### config.mk
export PLATFORM = sky130hd
export DESIGN_NAME = fetch_ctrl
export DESIGN_NICKNAME = d
export VERILOG_FILES = /design/src/rtl/core_pkg.sv /design/src/rtl/redir_arb.sv /design/src/rtl/fetch_ctrl.sv
export SDC_FILE = /design/constraint.sdc
export NUM_CORES = 1
export LEC_CHECK = 0
export BUFFER_PORTS_ARGS = -buffer_cell sky130_fd_sc_hd__buf_4
export CAP_MARGIN = 20
export CORE_MARGIN = 5
export CORE_UTILIZATION = 45
export DETAILED_ROUTE_END_ITERATION = 6
export GPL_TIMING_DRIVEN = 0
export PLACE_DENSITY_LB_ADDON = 0.3
export SLEW_MARGIN = 20
export SYNTH_ARGS = -nofsm -noshare
export SYNTH_HDL_FRONTEND = slang
export SYNTH_SLANG_ARGS = --single-unit
### constraint.sdc
create_clock -name clk -period 5.2 [get_ports clk]
set_clock_uncertainty 0.15 [all_clocks]
set_input_delay 1.04 -clock clk [delete_from_list [all_inputs] [get_ports clk]]
set_output_delay 1.04 -clock clk [all_outputs]
set_load 0.02 [all_outputs]
### src/rtl/core_pkg.sv
// Shared core types and helpers.
// Used by the fetch controller, ROB and branch unit.
package core_pkg;

    typedef enum logic [1:0] {
        FC_IDLE  = 2'd0,
        FC_RUN   = 2'd1,
        FC_FLUSH = 2'd2,
        FC_HALT  = 2'd3
    } fetch_ctrl_state_t;

    typedef enum logic [1:0] {
        SRC_NONE = 2'd0,
        SRC_CM   = 2'd1,
        SRC_EX   = 2'd2,
        SRC_DE   = 2'd3
    } redir_src_t;

    localparam logic [31:0] RESET_PC_DEFAULT = 32'h0;
    localparam int          TAG_W_DEFAULT    = 7;

    // a is older than b when (a - b) mod 2^w has its MSB set
    function automatic logic tag_older(
        input logic [31:0] a,
        input logic [31:0] b,
        input int          w
    );
        logic [31:0] d;
        d = (a - b) >> (w - 1);
        return |(d & 32'd1);
    endfunction

endpackage

### src/rtl/redir_arb.sv
// Redirect priority and age arbiter.
// Purely combinational; the controller registers the result.
module redir_arb
    import core_pkg::*;
#(
    parameter int PC_W  = 32,
    parameter int TAG_W = TAG_W_DEFAULT
) (
    input  fetch_ctrl_state_t state_i,
    input  logic              halt_i,
    input  logic              cm_valid_i,
    input  logic [PC_W-1:0]   cm_pc_i,
    input  logic              ex_valid_i,
    input  logic [PC_W-1:0]   ex_pc_i,
    input  logic [TAG_W-1:0]  ex_tag_i,
    input  logic              de_valid_i,
    input  logic [PC_W-1:0]   de_pc_i,
    input  logic              tag_vld_i,
    input  logic [TAG_W-1:0]  tag_i,
    output logic              accept_o,
    output redir_src_t        src_o,
    output logic [PC_W-1:0]   pc_o,
    output logic [TAG_W-1:0]  tag_o
);

    logic ex_older;

    assign ex_older = tag_vld_i &&
        tag_older(32'(ex_tag_i), 32'(tag_i), TAG_W);

    // Pick one redirect source according to the current state
    always_comb begin
        src_o = SRC_NONE;
        unique case (state_i)
            FC_RUN: begin
                if (cm_valid_i) begin
                    src_o = SRC_CM;
                end else if (ex_valid_i) begin
                    src_o = SRC_EX;
                end else if (de_valid_i && !halt_i) begin
                    src_o = SRC_DE;
                end
            end
            FC_FLUSH: begin
                if (cm_valid_i) begin
                    src_o = SRC_CM;
                end else if (ex_valid_i && ex_older) begin
                    src_o = SRC_EX;
                end
            end
            FC_HALT: begin
                if (cm_valid_i) begin
                    src_o = SRC_CM;
                end
            end
            default: src_o = SRC_NONE;
        endcase
    end

    // Route the winning pc; the tag only matters for ex
    always_comb begin
        pc_o  = '0;
        tag_o = ex_tag_i;
        unique case (src_o)
            SRC_CM:  pc_o = cm_pc_i;
            SRC_EX:  pc_o = ex_pc_i;
            SRC_DE:  pc_o = de_pc_i;
            default: pc_o = '0;
        endcase
    end

    assign accept_o = (src_o != SRC_NONE);

endmodule

### src/rtl/fetch_ctrl.sv
// Fetch sequencing controller: redirects, flush window,
// and decode-queue credit flow control for the fetch unit.
module fetch_ctrl
    import core_pkg::*;
#(
    parameter int              PC_W      = 32,
    parameter int              TAG_W     = TAG_W_DEFAULT,
    parameter int              FQ_DEPTH  = 8,
    parameter int              FLUSH_CYC = 2,
    parameter logic [PC_W-1:0] RESET_PC  = PC_W'(RESET_PC_DEFAULT)
) (
    input  logic             clk,
    input  logic             reset,
    input  logic             boot_go,
    input  logic             halt_req,
    input  logic             cm_redir_valid,
    input  logic [PC_W-1:0]  cm_redir_pc,
    input  logic             ex_redir_valid,
    input  logic [PC_W-1:0]  ex_redir_pc,
    input  logic [TAG_W-1:0] ex_redir_tag,
    input  logic             de_redir_valid,
    input  logic [PC_W-1:0]  de_redir_pc,
    input  logic             fq_pop,
    output logic             fetch_en,
    output logic             stall,
    output logic             redirect_en,
    output logic [PC_W-1:0]  redirect_pc,
    output logic             flush_o,
    output logic [1:0]       ctrl_state,
    output logic             credit_err,
    output logic [15:0]      redir_cnt
);

    localparam int FC_W = (FLUSH_CYC < 2) ? 1 : $clog2(FLUSH_CYC + 1);
    localparam int CR_W = $clog2(FQ_DEPTH + 1);
    localparam logic [FC_W-1:0] FC_INIT = FC_W'(FLUSH_CYC);
    localparam logic [CR_W-1:0] CR_FULL = CR_W'(FQ_DEPTH);

    fetch_ctrl_state_t state_q, state_d;
    logic [FC_W-1:0]   cnt_q, cnt_d;
    logic [CR_W-1:0]   credits_q, credits_d;
    logic [PC_W-1:0]   pc_q, pc_d;
    logic [TAG_W-1:0]  tag_q, tag_d;
    logic              tag_vld_q, tag_vld_d;
    logic              redir_en_q, redir_en_d;
    logic              fetch_en_q, stall_q, flush_q;
    logic              err_q, err_d;
    logic [15:0]       rcnt_q, rcnt_d;
    logic              bump;

    logic              arb_accept;
    redir_src_t        arb_src;
    logic [PC_W-1:0]   arb_pc;
    logic [TAG_W-1:0]  arb_tag;
    logic              issue;
    logic              pop_eff;

    redir_arb #(
        .PC_W  (PC_W),
        .TAG_W (TAG_W)
    ) u_arb (
        .state_i    (state_q),
        .halt_i     (halt_req),
        .cm_valid_i (cm_redir_valid),
        .cm_pc_i    (cm_redir_pc),
        .ex_valid_i (ex_redir_valid),
        .ex_pc_i    (ex_redir_pc),
        .ex_tag_i   (ex_redir_tag),
        .de_valid_i (de_redir_valid),
        .de_pc_i    (de_redir_pc),
        .tag_vld_i  (tag_vld_q),
        .tag_i      (tag_q),
        .accept_o   (arb_accept),
        .src_o      (arb_src),
        .pc_o       (arb_pc),
        .tag_o      (arb_tag)
    );

    // Next state, flush window and redirect latch
    always_comb begin
        state_d    = state_q;
        cnt_d      = cnt_q;
        pc_d       = pc_q;
        tag_d      = tag_q;
        tag_vld_d  = tag_vld_q;
        redir_en_d = 1'b0;
        bump       = 1'b0;
        if (arb_accept) begin
            state_d    = FC_FLUSH;
            cnt_d      = FC_INIT;
            pc_d       = arb_pc;
            tag_d      = arb_tag;
            tag_vld_d  = (arb_src == SRC_EX);
            redir_en_d = 1'b1;
            bump       = 1'b1;
        end else begin
            unique case (state_q)
                FC_IDLE: begin
                    if (boot_go) begin
                        state_d    = FC_FLUSH;
                        cnt_d      = FC_INIT;
                        pc_d       = RESET_PC;
                        tag_vld_d  = 1'b0;
                        redir_en_d = 1'b1;
                    end
                end
                FC_RUN: begin
                    if (halt_req) begin
                        state_d = FC_HALT;
                    end
                end
                FC_FLUSH: begin
                    if (cnt_q <= FC_W'(1)) begin
                        state_d = FC_RUN;
                    end else begin
                        cnt_d = cnt_q - FC_W'(1);
                    end
                end
                FC_HALT: state_d = FC_HALT;
                default: state_d = FC_IDLE;
            endcase
        end
    end

    assign issue   = fetch_en_q && !stall_q;
    assign pop_eff = fq_pop && (state_q != FC_FLUSH);

    // Credit counter, sticky error and redirect statistics
    always_comb begin
        credits_d = credits_q;
        err_d     = err_q;
        rcnt_d    = rcnt_q;
        if (state_q == FC_FLUSH && state_d == FC_RUN) begin
            credits_d = CR_FULL;
        end else if (issue && !pop_eff) begin
            credits_d = credits_q - CR_W'(1);
        end else if (pop_eff && !issue) begin
            if (credits_q == CR_FULL) begin
                err_d = 1'b1;
            end else begin
                credits_d = credits_q + CR_W'(1);
            end
        end
        if (bump && rcnt_q != 16'hFFFF) begin
            rcnt_d = rcnt_q + 16'd1;
        end
    end

    // State, counters and registered fetch-side outputs
    always_ff @(posedge clk or posedge reset) begin
        if (reset) begin
            state_q    <= FC_IDLE;
            cnt_q      <= '0;
            credits_q  <= CR_FULL;
            pc_q       <= RESET_PC;
            tag_q      <= '0;
            tag_vld_q  <= 1'b0;
            redir_en_q <= 1'b0;
            fetch_en_q <= 1'b0;
            stall_q    <= 1'b0;
            flush_q    <= 1'b0;
            err_q      <= 1'b0;
            rcnt_q     <= '0;
        end else begin
            state_q    <= state_d;
            cnt_q      <= cnt_d;
            credits_q  <= credits_d;
            pc_q       <= pc_d;
            tag_q      <= tag_d;
            tag_vld_q  <= tag_vld_d;
            redir_en_q <= redir_en_d;
            fetch_en_q <= (state_d == FC_RUN);
            stall_q    <= (state_d == FC_RUN) && (credits_d == '0);
            flush_q    <= (state_d == FC_FLUSH);
            err_q      <= err_d;
            rcnt_q     <= rcnt_d;
        end
    end

    assign fetch_en    = fetch_en_q;
    assign stall       = stall_q;
    assign redirect_en = redir_en_q;
    assign redirect_pc = pc_q;
    assign flush_o     = flush_q;
    assign ctrl_state  = state_q;
    assign credit_err  = err_q;
    assign redir_cnt   = rcnt_q;

endmodule

==> impl_metrics.py <==
metrics = {
    "outcome": {
        "status": "completed",
    },
    "clock_network": {
        "ctsResizeCount": 0,
        "cts_buffers": 9,
        "postCtsSetupBuffers": 0,
        "ctsHoldBuffers": 0,
        "tritoncts": "yes",
        "path_clk_slew_ns": 0.07,
        "root_buffer": "clkbuf_8",
        "numClockSinks": 69,
        "clockBufferDepth": 2,
        "h-tree-depth": 3,
        "clock_latency_ns": 0.34,
    },
    "final_layout": {
        "area_growth_pct": 41.71,
        "antenna_cells": 0,
        "fin_nets": 682,
        "final_core_util": 0.6526,
        "fin_area_um2": 5335,
        "drive_gt1_frac": 0.3474,
    },
    "yosys": {
        "ys_ff_latch": 69,
        "ys_top_cells_by_area": "dfrtp_1, a211o_1, o2bb2ai_1",
        "synth_edf_count": 0,
        "syn_inst": 385,
        "synth_top_area_frac": 0.4520,
        "syn_avg_cell_area_um2": 9.779,
        "yosysWarnings": 0,
        "synthArstFlopShare": 1.000,
        "synth.cell_area_um2": 3765,
        "ys.flop_type": "dfrtp_1",
        "ys_seq_area_frac": 0.4590,
        "synth_fp_nets": 505,
        "synth_largest_area_cell": "dfrtp_1",
        "synthDistinctLibCells": 43,
    },
    "global_routing": {
        "grt_overflow": 0,
        "track_usage": 0.2208,
        "grt_max_degree": 41,
        "grt_first_pass_wirelength_um": 18170,
        "grt_pass1_vias": 3814,
        "antenna_found_initial": 0,
    },
    "worst_setup_path": {
        "cp_slowest_cell": "a21oi_2",
        "worst_setup_path_end_kind": "flop",
        "cp_max_fo": 10,
        "crit_type": "in -> reg",
        "cp.required_ns": 5.31,
        "crit_arrival_ns": 3.10,
        "cpPeakStageDelay_ns": 0.42,
        "cp_common_cell": "a21oi_1",
        "cp_cell_sequence": "buf_4 > ha_1 > a21oi_1 > o21ai_0 > a21oi_1 > o211ai_2 > a21oi_2 > buf_2 > o2bb2ai_1",
        "crit_path_start_kind": "input port",
    },
    "routing": {
        "drt_iter0_drc": 148,
        "routed_via_density": 5.597,
        "ant_nets": 0,
        "num_vias": 3761,
        "wire_per_inst_um": 17.24,
        "wl_um": 11580,
        "drt-pass1-iter-count": 4,
        "route.detailed.drc": 0,
    },
    "sta": {
        "worstMarginPinSlew_ns": 0.5157,
        "setup_violations": 0,
        "clock.fmax_ghz": 0.3336,
        "fin_crit_sh": 0.5764,
        "setup-tns-final_ns": 0,
        "finalHoldViolCount": 0,
        "rsz0062_at_grt": "false",
        "relSlewSlack": 0.6562,
        "finalCriticalPeriod_ns": 2.997,
        "maxSlewViolCount": 0,
    },
    "power_and_ir_drop": {
        "p_total_uw": 2458,
        "p_per_area_nw_per_um2": 460.8,
        "p_leak_uw": 0.002508,
        "peakVddDrop_uv": 343.6,
    },
    "placement": {
        "dp.final_hpwl_um": 9003,
        "gp_congestion": 0.9057,
        "place_area_um2": 5157,
        "portBuffers": 165,
    },
    "floorplanning": {
        "start_util": 0.4605,
        "core_area_um2": 8175,
        "rows": 33,
        "dieHeight_um": 101.5,
        "die-area_um2": 10300,
        "io_pins": 166,
        "chipWidth_um": 101.5,
    },
    "hold_path": {
        "hp-class": "reg -> reg",
    },
    "run": {
        "drv_cap": 0,
    },
}
==> final timing paths <==
| kind | startpoint | to | slack (ns) | depth (start not counted) |
|---|---|---|---|---|
| min | redir_cnt[11] | redir_cnt[11] | 0.34 | 1 |
| max in group asynchronous | reset | credits_q[3] | 3.75 | 3 |
| min reg2reg | redir_cnt[11] | redir_cnt[11] | 0.34 | 1 |
| max | ex_redir_tag[3] | redirect_pc[16] | 2.20 | 9 |
| max reg2reg | tag_q[5] | redirect_pc[16] | 2.62 | 9 |
| min in group asynchronous | reset | redirect_pc[23] | 0.55 | 2 |
==> cell type report <==
class / count / area (µm²)
sequential: 69 / 1728
inverter: 13 / 51.30
multi-input combinational: 276 / 1876
buffer: 27 / 112.6
timing repair buffer: 166 / 1259
fill: 697 / 2840
clock buffer: 12 / 155.1
tap: 105 / 131.4
clock inverter: 4 / 22.52
==> cells by family after synthesis <==
kind of cell / share of synthesized area
buf+inv: 0.04287
flops: 0.4590
xor+xnor: 0.04420
fa+ha+maj: 0.02991
simple gates: 0.1110
compound gates: 0.3014
mux: 0.01163
==> flip-flops by register name (all words and copies together) (netlist names), 2 cells and up <==
register / cells
tag_q: 7
cnt_q: 2
redirect_pc: 32
credits_q: 4
ctrl_state: 2
redir_cnt: 16
==> synth_stat cells, drive strengths merged, types with 2 or more instances <==
master and count:
and4 3, a211o 33, nand3 12, or3 2, buf 9, o22ai 2, inv 13, nand2b 7
and3 10, nand3b 2, mux2 3, nand2 14, a21oi 45, ha 9, nor2 9, nand4 8
o2bb2ai 32, xnor2 18, dfrtp 68, nor3 4, a31oi 2, o211ai 2, o21ai 43, a21o 3
clkbuf 18
==> power by group <==
part | internal (µW) | leakage, µW | switching (µW)
combinational | 516 | 0.00154 | 664
clock | 197 | 0.0000921 | 199
sequential | 736 | 0.000875 | 145
==> cells in the final DEF, fill, tap and decap left out, types with 2 or more instances in the layout <==
cell type,Yosys,layout
buf_4,0,165
dfrtp_1,68,68
a21oi_1,44,44
o21ai_0,39,39
a211o_1,33,33
o2bb2ai_1,32,32
clkbuf_1,18,19
xnor2_1,18,18
nand2_1,14,14
nand3_1,12,12
inv_1,13,12
clkbuf_8,0,11
and3_1,10,10
buf_2,9,9
nor2_1,9,9
ha_1,9,9
nand4_1,8,8
nand2b_1,7,7
nor3_1,4,4
o21ai_1,4,4
a21o_1,3,3
and4_1,3,3
clkinv_2,0,3
o22ai_1,2,2
nand3b_1,2,2
mux2_2,2,2
or3_1,2,2
a31oi_1,2,2
==> critical path, delay by kind of cell <==
family          cells  cell delay (ns)
buf+inv             2             0.45
fa+ha+maj           1             0.31
compound gates      6             1.31
==> layer usage <==
metal	share of wire	routed length, µm	up-vias	track usage
met2	0.52	5971	110	0.3717
met5	0	0	-	0
met4	0.013	148	0	0.06953
met3	0.073	850	11	0.05992
li1	-	-	1799	-
met1	0.40	4612	1841	0.2763
==> per-stage QoR <==
stage	cells	setup WS, ns	hold slack [ns]
2_1_floorplan	385	2.256	0.3317
6_report	672	2.203	0.3373
3_5_place_dp	656	1.877	0.3255
5_1_grt	672	2.076	0.3596
3_3_place_gp	655	1.387	0.3135
4_1_cts	672	2.237	0.3433
(Power assumes the default switching activity.)
